**src/rtl/bus_owner_arbiter.sv**
```systemverilog
// Round-robin owner arbiter for the shared datapath bus.
// Grants one source at a time, limits how long an owner may hold the bus
// unless locked, and counts cycles where several sources want the bus.
module bus_owner_arbiter #(
  parameter int NUM_REQ  = 24,
  parameter int SEL_W    = 5,
  parameter int MAX_HOLD = 16,
  parameter int IDLE_SEL = 31
) (
  input  logic               clock,
  input  logic               clear,
  input  logic [NUM_REQ-1:0] req,
  input  logic               lock,
  output logic [NUM_REQ-1:0] grant,
  output logic [SEL_W-1:0]   sel,
  output logic               busy,
  output logic               preempt,
  output logic [7:0]         conflict_cnt
);

  localparam int HOLD_W = $clog2(MAX_HOLD + 1);

  typedef enum logic {
    IDLE,
    OWNED
  } state_t;

  state_t             r_state;
  logic [SEL_W-1:0]   r_ptr;
  logic [HOLD_W-1:0]  r_holdCnt;
  logic [NUM_REQ-1:0] r_grant;
  logic [SEL_W-1:0]   r_sel;
  logic               r_preempt;
  logic [7:0]         r_conflictCnt;

  state_t             w_stateNext;
  logic [SEL_W-1:0]   w_ptrNext;
  logic [HOLD_W-1:0]  w_holdNext;
  logic [NUM_REQ-1:0] w_grantNext;
  logic [SEL_W-1:0]   w_selNext;
  logic               w_preemptNext;
  logic [NUM_REQ-1:0] w_cand;
  logic               w_found;
  logic [SEL_W-1:0]   w_winner;
  logic [SEL_W-1:0]   w_winnerPtr;
  logic [SEL_W:0]     w_idx;
  logic               w_ownerReq;
  logic               w_multiReq;

  // Round-robin search from the pointer over every requester except the current owner
  always_comb begin
    w_cand   = req & ~r_grant;
    w_found  = 1'b0;
    w_winner = '0;
    w_idx    = '0;
    for (int k = 0; k < NUM_REQ; k++) begin
      w_idx = {1'b0, r_ptr} + (SEL_W + 1)'(k);
      if (w_idx >= (SEL_W + 1)'(NUM_REQ)) begin
        w_idx = w_idx - (SEL_W + 1)'(NUM_REQ);
      end
      if (!w_found && w_cand[w_idx[SEL_W-1:0]]) begin
        w_found  = 1'b1;
        w_winner = w_idx[SEL_W-1:0];
      end
    end
    w_winnerPtr = (w_winner == SEL_W'(NUM_REQ - 1)) ? '0 : w_winner + SEL_W'(1);
    w_ownerReq  = |(req & r_grant);
    w_multiReq  = (req & (req - NUM_REQ'(1))) != '0;
  end

  // Next-state and next-output decisions for the ownership FSM
  always_comb begin
    w_stateNext   = r_state;
    w_ptrNext     = r_ptr;
    w_holdNext    = r_holdCnt;
    w_grantNext   = r_grant;
    w_selNext     = r_sel;
    w_preemptNext = 1'b0;
    unique case (r_state)
      IDLE: begin
        if (w_found) begin
          w_stateNext = OWNED;
          w_grantNext = NUM_REQ'(1) << w_winner;
          w_selNext   = w_winner;
          w_holdNext  = HOLD_W'(1);
          w_ptrNext   = w_winnerPtr;
        end
      end
      OWNED: begin
        if (w_ownerReq) begin
          if (r_holdCnt == HOLD_W'(MAX_HOLD) && !lock && w_found) begin
            w_grantNext   = NUM_REQ'(1) << w_winner;
            w_selNext     = w_winner;
            w_holdNext    = HOLD_W'(1);
            w_ptrNext     = w_winnerPtr;
            w_preemptNext = 1'b1;
          end else if (r_holdCnt < HOLD_W'(MAX_HOLD)) begin
            w_holdNext = r_holdCnt + HOLD_W'(1);
          end
        end else if (w_found) begin
          w_grantNext = NUM_REQ'(1) << w_winner;
          w_selNext   = w_winner;
          w_holdNext  = HOLD_W'(1);
          w_ptrNext   = w_winnerPtr;
        end else begin
          w_stateNext = IDLE;
          w_grantNext = '0;
          w_selNext   = SEL_W'(IDLE_SEL);
          w_holdNext  = '0;
        end
      end
      default: begin
        w_stateNext = IDLE;
      end
    endcase
  end

  // State register with synchronous clear; conflict counter saturates at 255
  always_ff @(posedge clock) begin
    if (clear) begin
      r_state       <= IDLE;
      r_ptr         <= '0;
      r_holdCnt     <= '0;
      r_grant       <= '0;
      r_sel         <= SEL_W'(IDLE_SEL);
      r_preempt     <= 1'b0;
      r_conflictCnt <= '0;
    end else begin
      r_state   <= w_stateNext;
      r_ptr     <= w_ptrNext;
      r_holdCnt <= w_holdNext;
      r_grant   <= w_grantNext;
      r_sel     <= w_selNext;
      r_preempt <= w_preemptNext;
      if (w_multiReq && r_conflictCnt != 8'hFF) begin
        r_conflictCnt <= r_conflictCnt + 8'd1;
      end
    end
  end

  assign grant        = r_grant;
  assign sel          = r_sel;
  assign busy         = (r_state == OWNED);
  assign preempt      = r_preempt;
  assign conflict_cnt = r_conflictCnt;

endmodule

```
**config.mk**
```make
export PLATFORM = sky130hd
export DESIGN_NAME = bus_owner_arbiter
export DESIGN_NICKNAME = d
export VERILOG_FILES = /design/src/rtl/bus_owner_arbiter.sv
export SDC_FILE = /design/constraint.sdc
export NUM_CORES = 1
export LEC_CHECK = 0
export ABC_AREA = 1
export ABC_CLOCK_PERIOD_IN_PS = 5500
export CELL_PAD_IN_SITES_DETAIL_PLACEMENT = 1
export CELL_PAD_IN_SITES_GLOBAL_PLACEMENT = 2
export CORE_ASPECT_RATIO = 1.1
export CORE_UTILIZATION = 34
export DETAILED_ROUTE_END_ITERATION = 10
export DONT_BUFFER_PORTS = 1
export PLACE_DENSITY = 0.84
export SLEW_MARGIN = 20
export SYNTH_ARGS = -nofsm -noshare
export SYNTH_HDL_FRONTEND = slang
export SYNTH_SLANG_ARGS = --single-unit
```
**constraint.sdc**
```tcl
create_clock -name clock -period 5.5 [get_ports clock]
set_clock_uncertainty 0.15 [all_clocks]
set_input_delay 1.1 -clock clock [delete_from_list [all_inputs] [get_ports clock]]
set_output_delay 1.1 -clock clock [all_outputs]
set_load 0.01 [all_outputs]
```
# Word level (Yosys, flattened, before mapping)
# Cells that the tools add are included.
[op_classes] add_sub_neg=51 mux=145 n_lt_le_gt_ge=49 bitwise=6 shift=1 n_reduce_logical=55 n_eq_ne=6
[ops] op="$mux 5" count=60
[ops] op="$lt 5x6->1 const B" count=24
[ops] op="$ge 6x5->1 const B" count=23
[ops] op="$bmux 1 s5" count=24
[ops] op="$sub 5x5->5 const B" count=24
[ops] op="$mux 24" count=4
[ops] op="$and 24x24->24" count=3
[ops] op="$mux 1" count=52
[ops] op="$add 5x4->6 const B" count=8
[ops] op="$add 5x5->6 const B" count=8
[ops] op="$pmux 24 s2" count=1
[ops] op="$pmux 5 s2" count=3
[ops] op="$logic_and 1x1->1" count=26
[ops] op="$add 5x3->6 const B" count=4
[ops] op="$logic_not 1->1" count=24
[ops] op="$not 24->24" count=1
[ops] op="$reduce_bool 24->1" count=1
[ops] op="$reduce_or 24->1" count=1
[ops] op="$shl 1x5->24 const A" count=1
[ops] op="$sub 24x1->24 const B" count=1
[ops] op="$add 5x2->6 const B" count=2
[ops] op="$add 5x1->5 const B" count=2
[ops] op="$eq 5x5->1 const B" count=2
[ops] op="$add 8x1->8 const B" count=1
[ops] op="other kinds (11)" count=13
[totals] wordCells=320 ff_bits=49 in_bits=27 out_inout_bits=39

# Longest topological paths before layout
# Gate-level depths: netlist of the first run.
[depth] ltp_word=79 depth_mapped=43 mapped_depth_nobuf=41

# Worst setup path before layout of the first run
# Ideal clock, no wire load.
[synth_path] path_type="flip-flop to flip-flop" startpoint="register r_ptr[1]" endpoint="register r_ptr[4]" stages_incl_launch_ff=38 path_buffers=2 t_required_ns=5.241 period_less_slack_ns=4.612 setup_ns=0.109 slack_ns=0.888 arrival_ns=4.353 cell_sequence="dfxtp_1 inv_2 clkbuf_1 ha_1 nand2_1 clkinv_1 or2_0 buf_2 ha_1 nand3_1 nand2_1 inv_1 nand2_1 o21ai_1 inv_1 nor2_1 o21ai_1 nand2_1 [... 2 more ...] nand4_2 nor2_4 nand4_4 nor2_4 nand4_2 nor2_4 nand4_4 nor2_2 inv_1 nand2_1 nand3_1 nand2_1 ha_1 nand2_1 o21ai_1 nand2_1 nand2_1 inv_1"
[synth_between] elab_chain_len=79 word_cells_on_any_way=246 cone_classes="48 x add/sub; 24 x order compare; 2 x eq/ne; 125 x mux; 47 x reduce/logical"
[synth_lines] item="start, declared" line="29" source="logic [SEL_W-1:0] r_ptr;"
[synth_lines] item="start signal, assigned" line="130" source="r_ptr <= w_ptrNext;"
[synth_lines] item="branches (longest 79 deep; another with $add 5x1->6)"
# Several ways; the timed one is not identified. The select of a mux whose other input is x is not followed.
# A chain may end at the register's enable or synchronous reset.

# Worst setup path in the final report of the first run
[layout_path] startpoint="register r_ptr[1]" endpoint="register r_grant[21] (netlist: grant[21])"
[layout_between] elab_chain_len=78 word_cells_on_any_way=247 cone_classes="47 x add/sub; 24 x order compare; 2 x eq/ne; 1 x shift; 125 x mux; 48 x reduce/logical"
[layout_lines] item="branches (longest 78 deep; another with $add 5x1->6)"
[layout_lines] item="end signal, assigned" line="132" source="r_grant <= w_grantNext;"
[layout_lines] item="end, declared" line="31" source="logic [NUM_REQ-1:0] r_grant;"
# Several ways; the timed one is not identified. The select of a mux whose other input is x is not followed.

==> key figures, run 1 <==
GRT
  – Vias in the first global route: about 8,400
  – Largest net degree at the start of global routing: 37
  – Overflow after GRT: 0
  – Global-route wire length before repair: ~46 mm
  – Initial antenna violation count: 0
  – GRT Overall Usage: about 28%

Timing
  – Hold Slack: 0.359 ns
  – Slew HR: 50.6%
  – Final Cycle Share: a little over nine tenths
  – Endpoints failing hold: 0
  – Final setup fails: 0
  – Worst Tran Pin Value: 0.741 ns
  – Setup TNS: 0 ns
  – Final worst path period need: slightly above 5 ns
  – Final Max Slew Viols: 0
  – Max Fclk: 0.194 GHz

Final layout
  – Non-Filler Instances: 1,537
  – Design Area, Final: 0.00778 mm2
  – Seq. cell area: 987 um2
  – Antenna cells: 0
  – Multi-input logic area: 0.00525 mm2
  – FILL cells: 2,871
  – Fraction of layout cells with a size suffix above 1: 11.2%
  – Nets: 1,342
  – Layout overhead on the synthesized area: 8.99%

Synth
  – Synth Register Bits: 49
  – Most instantiated library cell after synthesis: nand2_1
  – Syn_nets: 1,330
  – Synth unique cells: 55
  – Register area share after synthesis: 13.7%
  – Synth warn: 0
  – Post-synth top area cell: nand2_1
  – Synth top area share: 18.1%
  – Post-synth EDFFs: 0
  – Synth Instances: 1,268
  – Dominant synthesized flop cell: dfxtp_1
  – Syn Std Cell Area: 0.00714 mm2
  – Top cells by area, synth: nand2_1 18%, dfxtp_1 14%, nand3_1 13%, inv_1 9.2%, ha_1 6.1%
  – Most frequent cells after synthesis: 345 x nand2_1, 186 x nand3_1, 176 x inv_1
  – Avg Cell Area, Syn: 5.63 um2
  – Ys async rst share: 0%

Critical path
  – Worst EP arrival: 5.23 ns
  – Slowest CP cell: dfxtp_1
  – Worst EP required: 5.58 ns
  – Cell mode on critical path: nand2_1
  – Worst Path Max Fanout: 21
  – Worst path max stage delay: 0.37 ns
  – Worst Setup End Kind: flip-flop
  – Setup CP Type: reg -> reg
  – Startpoint Class: flip-flop

Drt
  – Detail Route met2 WL: 14.2 mm
  – Total number of vias: 8,407
  – DR top layer: met4
  – DRC Markers: 0
  – Routed WL: 29.6 mm
  – Pre-Repair DR Iteration Count: 5
  – Initial DRC Count: around 440
  – Met3 WL: 1.07 mm
  – WL/cell: 19.3 um
  – Antenna viol nets, final: 0
  – WL met1: 13.4 mm
  – Via/cell ratio: ~5.5

Clock network
  – Root Buffer Master: clkbuf_16
  – Cts bufs inserted: 5
  – H-tree depth: 2
  – Clock Latency Late Sink: roughly 0.3 ns
  – CTS tree: done
  – Bufs on Longest Clock Path: 2
  – Clk pin slew, worst setup/hold paths: 0.07 ns
  – CTS Hold Bufs: 0
  – Total clock sinks: 49

Floorplan
  – IO Pins: 66
  – Initial Util: 34.7%
  – Row count: 55
  – Die Y: 154 um
  – Placeable Area: 0.0206 mm2
  – Die area: approximately 0.022 mm2
  – Die Span X: between 100 and 150 um

Placement
  – DP Cell Count: 1,526
  – Dpl hpwl: ~25 mm
  – PortBufs: 0
  – Placed Area: 0.00750 mm2
  – Placer Congestion: between 0.9 and 1

Job
  – Max-Cap Viols: 0

Min path
  – Hold Crit Class: reg -> reg

Status
  – Status: complete, no violations
==> worst max-delay path, delay by kind of cell (launching register included) <==
kind	cells	cell delay, ns
buffers and inverters	5	0.69
xor gates and xnor gates	1	0.22
and+or+nand+nor	21	2.93
adders and majority gates	2	0.51
DFF	1	0.37
AOI/OAI and AO/OA	1	0.18
==> per-layer routing <==
metal	up-vias	GRT usage [%]
li1	4169	-
met4	0	10.5
met3	46	2.68
met2	184	48.5
met1	4008	34.9
met5	-	0
==> logic make-up (layout without fill, tap and decap cells) <==
| group | count (synthesis) | after routing | share of synthesized area [%] |
|---|---|---|---|
| compound gates | 196 | 196 | 16.6 |
| xor+xnor | 23 | 23 | 3.03 |
| fa+ha+maj | 35 | 35 | 6.13 |
| buf+inv | 233 | 246 | 13.7 |
| flops | 49 | 49 | 13.7 |
| mux | 1 | 1 | 0.140 |
| simple gates | 731 | 731 | 46.6 |
==> final timing paths <==
kind | cells after the start | endpoint | from | slack (ns)
max | 30 | grant[21] | r_ptr[1] | 0.35
min | 2 | r_holdCnt[2] | r_holdCnt[2] | 0.36
max reg2reg | 30 | grant[21] | r_ptr[1] | 0.35
min reg2reg | 2 | r_holdCnt[2] | r_holdCnt[2] | 0.36
==> flip-flops by register name, indices dropped and copies added, names as in the netlist <==
name,count
sel,5
busy,1
conflict_cnt,8
grant,24
r_ptr,5
preempt,1
r_holdCnt,5
==> what timing repair did <==
item | 4_1_cts | 5_1_grt
gates resized for setup | 0 | 21
hold endpoints to repair | 0 | 0
endpoints found under the setup margin | 0 | 34
buffers inserted | 0 | 3
==> cell usage in the layout (no fill, tap or decap), types with 16 or more instances in the layout <==
cell type  Yosys  layout
o21ai_0       52      52
nor2_1       110     108
nand2_1      345     345
dfxtp_1       49      46
xor2_1        17      16
nand4_1       18      18
buf_4          9      34
inv_1        176     175
a21oi_1       43      43
nand3_1      186     185
inv_2         20      20
ha_1          35      33
o22ai_1       21      21
o21ai_1       30      29
==> layout make-up <==
cell class / instances / area share [%]
Clock buffer: 6 / 1.78
Multi-Input combinational cell: 986 / 67.5
Timing Repair Buffer: 35 / 3.47
Sequential cell: 49 / 12.7
Clock inverter: 2 / 0.482
Tap cell: 256 / 4.11
Inverter: 203 / 10.0
==> per-stage QoR <==
stage	utilization (%)	setup WS, ns
detailed placement	36.4	0.213
finish	37.8	0.346
floorplan	-	0.888
CTS	37.3	0.152
global placement	36.4	0.280
global route	37.8	-0.0265
Power of run 1 is not shown: default switching activity piles up to over one toggle a cycle in this logic, so the estimate is an artifact.
==> inputs of run 2 (changes only) <==
Settings changed: CORE_ASPECT_RATIO 1.1 to 0.9, CORE_MARGIN set to 3.
==> key figures, run 2 (synthesized netlist as in run 1, its figures left out) <==
Drt
  – Total number of vias: 8,465
  – WL/cell: 19.1 um
  – Met3 WL: 1.81 mm
  – WL met1: 14.5 mm
  – Via/cell ratio: around 5.4
  – DRC Markers: 0
  – Pre-Repair DR Iteration Count: 5
  – DR top layer: met4
  – Routed WL: about 30 mm
  – Initial DRC Count: 625
  – Detail Route met2 WL: 13.5 mm
  – Antenna viol nets, final: 0

Floorplan
  – Die area: approximately 0.023 mm2
  – Die Span X: 159 um
  – Row count: 49
  – Die Y: 144 um
  – Placeable Area: 0.0203 mm2
  – Initial Util: 35.2%
  – IO Pins: 66

Critical path
  – CP Capture Point: r_ptr[3]
  – Cells on worst reg2reg path: 35
  – Reg2reg start: r_ptr[1]
  – Worst Setup End Kind: flip-flop
  – Reg2Reg Capture Point: r_ptr[3]
  – Worst Path Max Fanout: 4
  – Worst path max stage delay: 0.41 ns
  – Worst EP arrival: ~5.2 ns
  – Reg2Reg Setup Slack: 0.48 ns
  – Startpoint Class: input pin
  – Worst EP required: 5.57 ns
  – Worst setup path start: req[21]
  – Setup CP Type: in -> reg
  – Slowest CP cell: o21ai_0

Placement
  – PortBufs: 0
  – Pre-CTS setup slack: -0.0133 ns
  – DP Cell Count: 1,557
  – Placer Congestion: 0.953
  – Dpl hpwl: 25.1 mm

Timing
  – Final worst path period need: 5.08 ns
  – Max Fclk: 0.197 GHz
  – Final worst slack: roughly 0.42 ns
  – RSZ-0062 raised after global routing: no
  – Final setup fails: 0
  – Final Max Slew Viols: 0
  – Worst Tran Pin Value: 0.665 ns
  – Slew HR: between 50% and 60%
  – Endpoints failing hold: 0
  – Final Cycle Share: a little over 90%

GRT
  – Vias in the first global route: around 8,200
  – Global-route wire length before repair: around 47 mm
  – Largest net degree at the start of global routing: 34
  – Overflow after GRT: 0
  – Initial antenna violation count: 0
  – GRT Overall Usage: 25.7%

Clock network
  – Cts bufs inserted: 5
  – Clk pin slew, worst setup/hold paths: about 0.070 ns
  – Root Buffer Master: clkbuf_16
  – Total clock sinks: 49
  – Bufs on Longest Clock Path: 2
  – CTS tree: done
  – CTS Hold Bufs: 0
  – H-tree depth: 2
  – Clock Latency Late Sink: 0.30 ns

Final layout
  – Fraction of layout cells with a size suffix above 1: 12.5%
  – Layout overhead on the synthesized area: 9.74%
  – Antenna cells: 0
  – Non-Filler Instances: 1,567
  – Commonest non-fill, non-tap cells in the layout: 344 x nand2_1, 185 x nand3_1, 174 x inv_1
  – Nets: 1,348
  – Layout Utilization: between 30% and 40%
  – Largest register FFs: 24
  – Commonest non-fill, non-tap cell in the layout: nand2_1

Job
  – Max-Cap Viols: 0

Min path
  – Hold Crit Class: reg -> reg

Status
  – Status: complete, no violations
==> run 2: cell count changes in the layout (fill, tap and decap cells not counted), moves of 2 or more <==
cell	change
buf_4	+7
clkinv_4	+2
clkinvlp_4	-2
dfxtp_2	+2
inv_2	+2
nand2_2	+2
nor2_2	+2
nor2_4	-2
o21ai_1	-5
o21ai_2	+5
==> run 2: layout make-up <==
type / count / area, um2
inverter: 203 / 776
tap: 280 / 350
fill: 2843 / 12500
clock buffer: 5 / 125
timing repair buffer: 41 / 308
sequential: 49 / 986
clock inverter: 3 / 22.5
multi-input combinational: 986 / 5270
==> run 2: how the worst min path moves through the flow <==
stage,startpoint,endpoint,slack [ns],cells past startpoint
2_1_floorplan,r_holdCnt[2],r_holdCnt[2],0.31,2
3_3_place_gp,r_holdCnt[2],r_holdCnt[2],0.34,2
3_5_place_dp,r_holdCnt[2],r_holdCnt[2],0.34,2
4_1_cts,r_holdCnt[2],r_holdCnt[2],0.35,2
5_1_grt,r_holdCnt[2],r_holdCnt[2],0.39,2
6_report,r_holdCnt[2],r_holdCnt[2],0.35,2
==> run 2: worst max-delay path: cells and delay by family <==
kind	cells	cell delay (ns)
AOI/OAI and AO/OA	2	0.54
buffers and inverters	4	0.51
and+or+nand+nor	25	2.77
adders and majority gates	1	0.22
==> run 2: through the flow <==
step / hold slack, ns / cell area (um2) / setup TNS, ns
after floorplan: 0.306 / 7140 / 0
after global placement: 0.337 / 7580 / 0
after detailed placement: 0.337 / 7580 / -0.0159
after CTS: 0.350 / 7730 / 0
after global routing: 0.392 / 7840 / 0
final: 0.350 / 7840 / 0
==> run 2: metal layers <==
metal | up-vias | track usage, %
met3 | 12 | 4.01
met2 | 187 | 42.2
li1 | 4184 | -
met4 | 0 | 2.90
met5 | - | 0
met1 | 4082 | 36.9
==> run 2: timing repair <==
| action | CTS | global route |
|---|---|---|
| gates cloned | 0 | 0 |
| endpoints found under the setup margin | 2 | 34 |
| gates resized for setup | 1 | 25 |
| buffers inserted | 0 | 2 |
| pin swaps | 0 | 1 |
Power of run 2 is left out for the same reason.
==> inputs of run 3 (changes only) <==
Settings changed: ABC_AREA 1 to not set, CORE_UTILIZATION 34 to 40, PLACE_DENSITY 0.84 to 0.85.
==> key figures, run 3 <==
Status
  – Status: complete, no violations

Final layout
  – Nets: 1,208
  – Layout overhead on the synthesized area: 20.0%
  – Commonest non-fill, non-tap cell in the layout: buf_4
  – Layout Utilization: roughly 50%
  – Largest register FFs: 24
  – Commonest non-fill, non-tap cells in the layout: 142 x buf_4, 72 x nor2_1, 69 x nand2_1
  – FILL cells: 2,464
  – Multi-input logic area: 0.00722 mm2
  – Antenna cells: 0
  – Seq. cell area: roughly 990 um2
  – Fraction of layout cells with a size suffix above 1: around 28%

Floorplan
  – Die Span X: 158 um
  – Die Y: around 140 um
  – Initial Util: 41.2%
  – Placeable Area: 0.0202 mm2
  – Row count: 49
  – Die area: roughly 0.023 mm2
  – IO Pins: 66

Critical path
  – Setup CP Type: reg -> reg
  – Worst EP required: between 5 and 6 ns
  – Worst EP arrival: 5.38 ns
  – Worst Setup End Kind: flip-flop
  – Worst Path Max Fanout: 12
  – Startpoint Class: flip-flop

Synth
  – Syn Std Cell Area: 0.00834 mm2
  – Synth Register Bits: a little under 50
  – Synth top area share: 11.8%
  – Synth Instances: 1,049
  – Post-synth EDFFs: 0
  – Synth warn: 0
  – Most frequent cells after synthesis: 74 x nor2_1, 70 x nand2_1, 62 x a21oi_1
  – Post-synth top area cell: dfxtp_1
  – Most instantiated library cell after synthesis: nor2_1
  – Avg Cell Area, Syn: 7.95 um2
  – Syn_nets: 1,111
  – Register area share after synthesis: 11.8%
  – Ys async rst share: 0%
  – Dominant synthesized flop cell: dfxtp_1
  – Top cells by area, synth: dfxtp_1 12%, mux4_2 7.3%, ha_1 5.3%, a21oi_1 3.7%, nor2_1 3.3%
  – Synth unique cells: 111

Timing
  – Final worst path period need: 5.34 ns
  – Final Max Slew Viols: 0
  – Max Fclk: approximately 0.19 GHz
  – Final Cycle Share: between 90% and 100%
  – Slew HR: 42.6%
  – Final worst slack: 0.163 ns
  – Final setup fails: 0
  – Worst Tran Pin Value: 0.854 ns
  – Endpoints failing hold: 0

Drt
  – Pre-Repair DR Iteration Count: 5
  – Via/cell ratio: slightly below 7
  – Antenna viol nets, final: 0
  – DRC Markers: 0
  – WL/cell: 25.9 um
  – Routed WL: 36.3 mm
  – Initial DRC Count: 939
  – Total number of vias: 9,531

GRT
  – GRT Overall Usage: 30.6%
  – Initial antenna violation count: 0
  – Vias in the first global route: 9,161
  – Largest net degree at the start of global routing: 53
  – Global-route wire length before repair: around 54 mm
  – Overflow after GRT: 0

Job
  – Max-Cap Viols: 0

Clock network
  – Clk pin slew, worst setup/hold paths: 0.06 ns
  – Total clock sinks: 49
  – H-tree depth: 2
  – Clock Latency Late Sink: 0.29 ns
  – Cts bufs inserted: 5
  – Root Buffer Master: clkbuf_16
  – CTS tree: done
  – Bufs on Longest Clock Path: 2

Placement
  – PortBufs: 0
  – Dpl hpwl: 28.7 mm
  – Pre-CTS setup slack: -0.149 ns
  – Placer Congestion: 1.10

Min path
  – Hold Crit Class: reg -> reg
-- run 3: changes by cell type in the layout (fill, tap and decap cells not counted), sizes merged, moves of 39 or more --
cell	before	now
buf	41	150
inv	200	30
nand2	363	70
nand2b	0	39
nand3	193	41
nor2	123	74
o21ai	85	43
-- run 3: layer usage --
metal  track usage [%]  share of wire [%]
met1              42.3                 43
met2              49.1                 45
met3              4.76                9.6
met4              9.42                3.0
met5                 0                  0
-- run 3: path summary, 6_finish.rpt --
kind                startpoint            to  slack (ns)  cells after the start
setup / recovery      r_ptr[2]      r_ptr[3]        0.16                     18
hold reg to reg   r_holdCnt[1]  r_holdCnt[1]        0.35                      2
hold / removal    r_holdCnt[1]  r_holdCnt[1]        0.35                      2
setup reg to reg      r_ptr[2]      r_ptr[3]        0.16                     18
-- run 3: critical path: stages, from the launching register on --
cell	delay, ns
dfxtp_4	0.37
buf_4	0.19
buf_6	0.16
xnor2_2	0.19
clkdlybuf4s15_2	0.28
a2111o_1	0.39
and4b_2	0.30
mux2i_4	0.19
o21ai_1	0.14
or3_4	0.46
or4_4	0.62
or3_1	0.36
or3_1	0.39
nand4_1	0.11
a211oi_2	0.09
buf_4	0.20
nand2_1	0.10
and4bb_2	0.26
a2111oi_4	0.26
-- run 3: logic make-up after synthesis --
| group | Yosys count | share of synthesized area [%] |
|---|---|---|
| compound gates | 314 | 28.3 |
| xor+xnor | 42 | 5.04 |
| fa+ha+maj | 40 | 5.85 |
| flops | 49 | 11.8 |
| buf+inv | 95 | 6.05 |
| mux | 76 | 13.6 |
| simple gates | 433 | 29.4 |
-- run 3: per-stage QoR --
step / std cells / hold WS [ns] / setup TNS [ns] / instance area, um2
after global routing: 1402 / 0.377 / -0.0700 / 10000
after CTS: 1394 / 0.351 / 0 / 9610
after global placement: 1383 / 0.327 / -0.0938 / 9400
after detailed placement: 1383 / 0.341 / -0.838 / 9400
final: 1402 / 0.349 / 0 / 10000
after floorplan: 1049 / 0.312 / 0 / 8340
-- run 3: cell type report --
type	count	area share, %
clock inverters	3	0.175
clock buffers	5	1.25
multi-input cells	906	72.1
well taps	255	3.19
inverters	33	1.34
repair buffers	151	12.0
flip-flops and latches	49	9.88
-- run 3: what timing repair did --
item                                    in CTS  in global routing
hold buffers                                 0                  0
setup buffers                                3                  6
hold endpoints to repair                     0                  0
endpoints found under the setup margin      20                 30
cloned                                       0                  2
pin swaps                                    0                  7
resized for setup                           11                 67
Power of run 3 is left out for the same reason.
